### config.mk
export PLATFORM = sky130hd
export DESIGN_NAME = fetch_unit_flat
export DESIGN_NICKNAME = d
export VERILOG_FILES = /design/src/rtl/fetch_unit_if.sv /design/src/rtl/fetch_unit.sv /design/src/flat_wrapper.sv
export SDC_FILE = /design/constraint.sdc
export NUM_CORES = 1
export LEC_CHECK = 0
export ABC_AREA = 0
export CAP_MARGIN = 20
export CORE_AREA = 2 2 159 161
export DETAILED_ROUTE_END_ITERATION = 8
export DIE_AREA = 0 0 161 163
export PLACE_DENSITY = 0.64
export SETUP_SLACK_MARGIN = 0.02
export SKIP_LAST_GASP = 1
export SYNTH_ARGS = -nofsm -noshare
export SYNTH_HDL_FRONTEND = slang
export SYNTH_SLANG_ARGS = --single-unit
export TNS_END_PERCENT = 20
### constraint.sdc
create_clock -name clock -period 9 [get_ports clock]
set_clock_uncertainty 0.15 [all_clocks]
set_input_delay 0.9 -clock clock [delete_from_list [all_inputs] [get_ports clock]]
set_output_delay 0.9 -clock clock [all_outputs]
set_load 0.01 [all_outputs]
### src/rtl/fetch_unit_if.sv
// fetch_unit_if: fetch-to-memory request/response channel plus the fetch-to-buffer packet type
typedef struct packed {
  logic        valid;
  logic [31:0] inst;
  logic [31:0] pc;
  logic [31:0] npc;
} if_ib_packet_t;

interface fetch_unit_if;
  logic        mem_req_valid;
  logic [31:0] mem_req_addr;
  logic        mem_req_ready;
  logic        mem_resp_valid;
  logic [31:0] mem_resp_data;
  modport master (
    output mem_req_valid, mem_req_addr,
    input  mem_req_ready, mem_resp_valid, mem_resp_data
  );
  modport slave (
    input  mem_req_valid, mem_req_addr,
    output mem_req_ready, mem_resp_valid, mem_resp_data
  );
endinterface

### src/rtl/fetch_unit.sv
// fetch_unit: single-outstanding instruction fetcher with squash/drain and buffer backpressure
module fetch_unit #(
  parameter logic [31:0] RESET_PC = 32'h0000_0000
) (
  input  logic                clock,
  input  logic                reset,
  input  logic                squash_in,
  input  logic [31:0]         target_pc_in,
  input  logic                ib_full,
  fetch_unit_if.master        mem,
  output if_ib_packet_t       if_ib_packet,
  output logic [31:0]         fetch_count
);
  typedef enum logic [1:0] {REQ, WAIT, HOLD, DRAIN} state_t;
  state_t      state;
  logic [31:0] pc;
  logic        req_valid;
  logic        outstanding;
  assign mem.mem_req_valid = req_valid;
  assign mem.mem_req_addr  = pc;
  // a request stays in flight past this edge, so its response must be dropped later
  assign outstanding = ((state == WAIT || state == DRAIN) && !mem.mem_resp_valid) ||
                       (state == REQ && mem.mem_req_ready);
  // fetch FSM; squash overrides everything, req_valid is kept registered alongside state
  always_ff @(posedge clock or posedge reset) begin
    if (reset) begin
      state        <= REQ;
      req_valid    <= 1'b1;
      pc           <= RESET_PC;
      if_ib_packet <= '0;
      fetch_count  <= '0;
    end else if (squash_in) begin
      pc           <= target_pc_in;
      if_ib_packet <= '0;
      state        <= outstanding ? DRAIN : REQ;
      req_valid    <= !outstanding;
    end else begin
      case (state)
        REQ: if (mem.mem_req_ready) begin
          state     <= WAIT;
          req_valid <= 1'b0;
        end
        WAIT: if (mem.mem_resp_valid) begin
          if_ib_packet <= '{valid: 1'b1, inst: mem.mem_resp_data, pc: pc, npc: pc + 32'd4};
          state        <= HOLD;
        end
        HOLD: if (!ib_full) begin
          pc           <= pc + 32'd4;
          if_ib_packet <= '0;
          fetch_count  <= fetch_count + 32'd1;
          state        <= REQ;
          req_valid    <= 1'b1;
        end
        default: if (mem.mem_resp_valid) begin
          state     <= REQ;
          req_valid <= 1'b1;
        end
      endcase
    end
  end
endmodule

### src/flat_wrapper.sv
// flat-port wrapper written by rule: the top's interface ports become plain ports
module fetch_unit_flat 
#(
  parameter logic [31:0] RESET_PC = 32'h0000_0000
)
  (clock, reset, squash_in, target_pc_in, ib_full, if_ib_packet, fetch_count, mem_mem_req_valid, mem_mem_req_addr, mem_mem_req_ready, mem_mem_resp_valid, mem_mem_resp_data);
  fetch_unit_if mem_i ();
  input  logic clock;
  input  logic reset;
  input  logic squash_in;
  input  logic [31:0] target_pc_in;
  input  logic ib_full;
  output if_ib_packet_t if_ib_packet;
  output logic [31:0] fetch_count;
  output wire logic [$bits(mem_i.mem_req_valid)-1:0] mem_mem_req_valid;
  output wire logic [$bits(mem_i.mem_req_addr)-1:0] mem_mem_req_addr;
  input wire logic [$bits(mem_i.mem_req_ready)-1:0] mem_mem_req_ready;
  input wire logic [$bits(mem_i.mem_resp_valid)-1:0] mem_mem_resp_valid;
  input wire logic [$bits(mem_i.mem_resp_data)-1:0] mem_mem_resp_data;
  assign mem_mem_req_valid = mem_i.mem_req_valid;
  assign mem_mem_req_addr = mem_i.mem_req_addr;
  assign mem_i.mem_req_ready = mem_mem_req_ready;
  assign mem_i.mem_resp_valid = mem_mem_resp_valid;
  assign mem_i.mem_resp_data = mem_mem_resp_data;
  fetch_unit #(.RESET_PC(RESET_PC)) u_core (.clock(clock), .reset(reset), .squash_in(squash_in), .target_pc_in(target_pc_in), .ib_full(ib_full), .mem(mem_i), .if_ib_packet(if_ib_packet), .fetch_count(fetch_count));
endmodule
==> results.md <==
- WP buf/inv: 1
- Area leader, netlist: dfrtp_1
- Inserted Clock Buffers: 17
- Slowest cell on the critical path: or3b_1
- DRC Markers: 0
- DRT Pass-1 Iters: 5
- CTS resizes: 0
- Crit Path Max Fanout: 7
- Worst VDD drop: between 0.00008 and 0.00009 V
- Max_cap viols: 0
- Leak: 0.004399 uW
- IO Count: approximately 230
- Num rows: 58
- Worst R2R Setup Slack: a little over 6 ns
- Setup crit end kind: flop
- Via Count: slightly below 6000
- CTS H-tree depth: 4
- Worst Path Required: between 9 and 10 ns
- Share of cells above drive strength 1: under 10%
- Worst Tran Pin Value: 0.9279 ns
- Die H: roughly 160 um
- Syn-to-layout area delta: 44.32%
- Area contributors post-synth: dfrtp_1 56%, a22o_1 11%, xnor2_1 5.8%, xor2_1 4.8%, nand2_1 3.2%
- Total gr overflow: 0
- EDFF count, synth: 0
- Hold Fails Final Rpt: 0
- Die area: 0.02624 sq mm
- Worst hold slack: 0.3210 ns
- Synth Cell Area: ~0.0073 sq mm
- Run status: completed
- Share of flip-flops with an asynchronous set or reset: 100.0%
- Slew Viols, Final: 0
- Clock Pin Slew Worst Setup and Hold Paths: about 0.070 ns
- Post-Syn Instances: around 640
- Hpwl dp: between 10 and 15 mm
- Final Cycle Share: a little under a third
- Syn Nets: between 700 and 800
- Initial antenna violation count: 0
- Core footprint: ~0.025 sq mm
- Worst relative slew slack: about two fifths
- Met1 Use GR: around a quarter
- Clock Sinks: about 160
- Latest clock arrival within the worst-skew pair: between 0.4 and 0.5 ns
- Die Wd: approximately 160 um
- Vias per cell: slightly below 5
- Routed WL: between 20 and 25 mm
- Antenna-violating nets left: 0
- Mux cell area share after synthesis: less than 1%
- Syn_area_per_cell: between 10 and 15 sq um
- Root Driver: clkbuf_16
- Postcts setup bufs: 0
- Antenna cells: 0
- Count of unique library cells instantiated by Yosys: between 40 and 50
- Simple-gate area share of the yosys netlist: ~15%
- TritonCTS clock tree: built
- RSZ-0062 raised after global routing: no
- Area share of fa/ha/maj cells after synthesis: less than 1%
- Worst hold path class: reg2reg
- Vias in the first global route: about 5900
- Global-route layer with the greatest usage: met2
- Post-Synth XOR/XNOR Area: 10.62%
- FMAX: ~0.35 GHz
- Yosys Warn Count: 0
- Initial core utilization: slightly below 30%
- CTS Hold Buffers Added: 0
- Largest family of logic cells by synthesized area: simple AND/OR/NAND/NOR gates
- Top Family by Delay on Critical Path: simple AND/OR/NAND/NOR gates
- Port buffer count: roughly 230
- Crit Path Category: in2reg
- Fillers: 2311
- Post-synthesis sequential area ratio: a little under three fifths
- P per Cell Area: 204.5 mW/mm^2
- Initial drt markers: between 300 and 400
- Synth Area in Compound Gates: 13.90%
- Tmin final: around 2.8 ns
- Global-route wire length before repair: 34.63 mm
- Pre-CTS setup slack: roughly 5.5 ns
- #FFs+latches synth: roughly 160
- Drt wl/cell: 18.16 um
- Clk buf depth: 2
- Setup violations, final: 0
- Nets: 915
- Final worst slack: 6.183 ns
- Ys flop type: dfrtp_1
- Worst setup SP type: input port
- Worst path max stage delay: 0.61 ns
- GRT Total Usage: about 17%
- Synth top area share: a little under three fifths
- Routability cong.: 0.7837
- Total Neg Setup Slack: 0 ns
- Met2 GRT Util: 26.49%
- Met3 Use GR: under 10%
- Largest net degree at the start of global routing: around 100
- Crit-path cells: clkdlybuf4s50_1 > or3b_1 > nor4_2 > nand3_1 > xor2_1 > o21ai_1
- Crit path DAT: between 2 and 3 ns
-- synth_stat cells (2+ instances only) --
cell type	n
mux2i_1	2
o21ai_1	6
buf_4	3
dfrtp_1	161
inv_1	8
mux2_2	3
nor4_2	4
and4_1	3
and3_1	6
nand2_1	62
nor2_1	25
xor2_1	40
clkbuf_2	3
nand4_1	23
nor4_1	5
nand4_2	2
a22o_1	94
clkbuf_1	23
ha_1	2
o21ai_0	24
and2_1	4
nor3_2	4
nor3_1	14
nand2b_1	2
nand3_1	26
buf_2	15
buf_1	6
nand4_4	2
xnor2_1	48
-- per-stage QoR --
step / power, uW / utilization [%] / instances / cell area (sq um)
after floorplan: 1116 / - / 636 / 7256
after global placement: 1372 / 39.78 / 1153 / 9816
after detailed placement: 1377 / 39.78 / 1153 / 9816
after CTS: 2170 / 42.33 / 1185 / 10440
after global routing: 2253 / 42.44 / 1186 / 10470
final: 2141 / 42.44 / 1186 / 10470
-- kinds of logic (layout without fill, tap and decap cells) --
group,after synthesis,count (layout)
AOI/OAI and AO/OA,129,129
xor gates and xnor gates,88,88
adders and majority gates,2,2
buffers and inverters,59,279
DFF,162,162
muxes,5,5
and+or+nand+nor,191,191
-- path summary, 6_finish.rpt --
path | from | to | depth (start not counted)
worst max register to register | u_core.mem.mem_req_addr[5]$_DFFE_PP0N_ | u_core.if_ib_packet[31]$_DFFE_PP0P_ | 5
max in group asynchronous | reset | u_core.if_ib_packet[37]$_DFFE_PP0P_ | 3
worst min register to register | u_core.fetch_count[31]$_DFFE_PP0P_ | u_core.fetch_count[31]$_DFFE_PP0P_ | 1
worst min-delay path | u_core.fetch_count[31]$_DFFE_PP0P_ | u_core.fetch_count[31]$_DFFE_PP0P_ | 1
worst max-delay path | ib_full | u_core.mem.mem_req_addr[31]$_DFFE_PP0N_ | 6
min in group asynchronous | reset | u_core.if_ib_packet[83]$_DFFE_PP0P_ | 2
-- report_power, final --
group,total (uW),internal (uW),switching [uW]
registers,899,810,88.7
clock network,776,459,317
logic,466,246,220
-- per-layer routing --
| metal | vias up | wire length, um | share of wire (%) |
|---|---|---|---|
| li1 | 2685 | - | - |
| met1 | 2854 | 9881 | 46 |
| met4 | 0 | 394 | 1.8 |
| met5 | - | 0 | 0 |
| met2 | 197 | 10080 | 47 |
| met3 | 28 | 1184 | 5.5 |
-- sequential cells by signal, summed over array words and instances (netlist names) --
name                      count
u_core.state                  2
u_core.mem.mem_req_addr      32
u_core.fetch_count           32
u_core.mem.mem_req_valid      1
u_core.if_ib_packet          95
-- layout by cell type (no fill, tap or decap), drive strengths merged, types with 25 or more instances in the layout --
cell type / instances
dfrtp: 161
nor2: 25
xnor2: 48
a22o: 94
nand4: 27
xor2: 40
nand3: 27
clkdlybuf4s50: 230
nand2: 62
o21ai: 30
-- worst register-to-register path: stages (launching register included) --
cell     delay, ns
dfrtp_1       0.56
nand4_1       0.68
nor3_1        0.74
nand3_1       0.21
xnor2_1       0.17
a22o_1        0.19
-- area by class of cell --
| class | instances | area (sq um) | share of cell area [%] |
|---|---|---|---|
| clock inverters | 12 | 171.4 | 1.637 |
| inverters | 8 | 35.03 | 0.3346 |
| clock buffers | 20 | 456.7 | 4.361 |
| multi-input cells | 415 | 2953 | 28.20 |
| repair buffers | 239 | 2387 | 22.80 |
| well taps | 330 | 412.9 | 3.943 |
| flip-flops and latches | 162 | 4055 | 38.73 |
(Power assumes the default switching activity.)
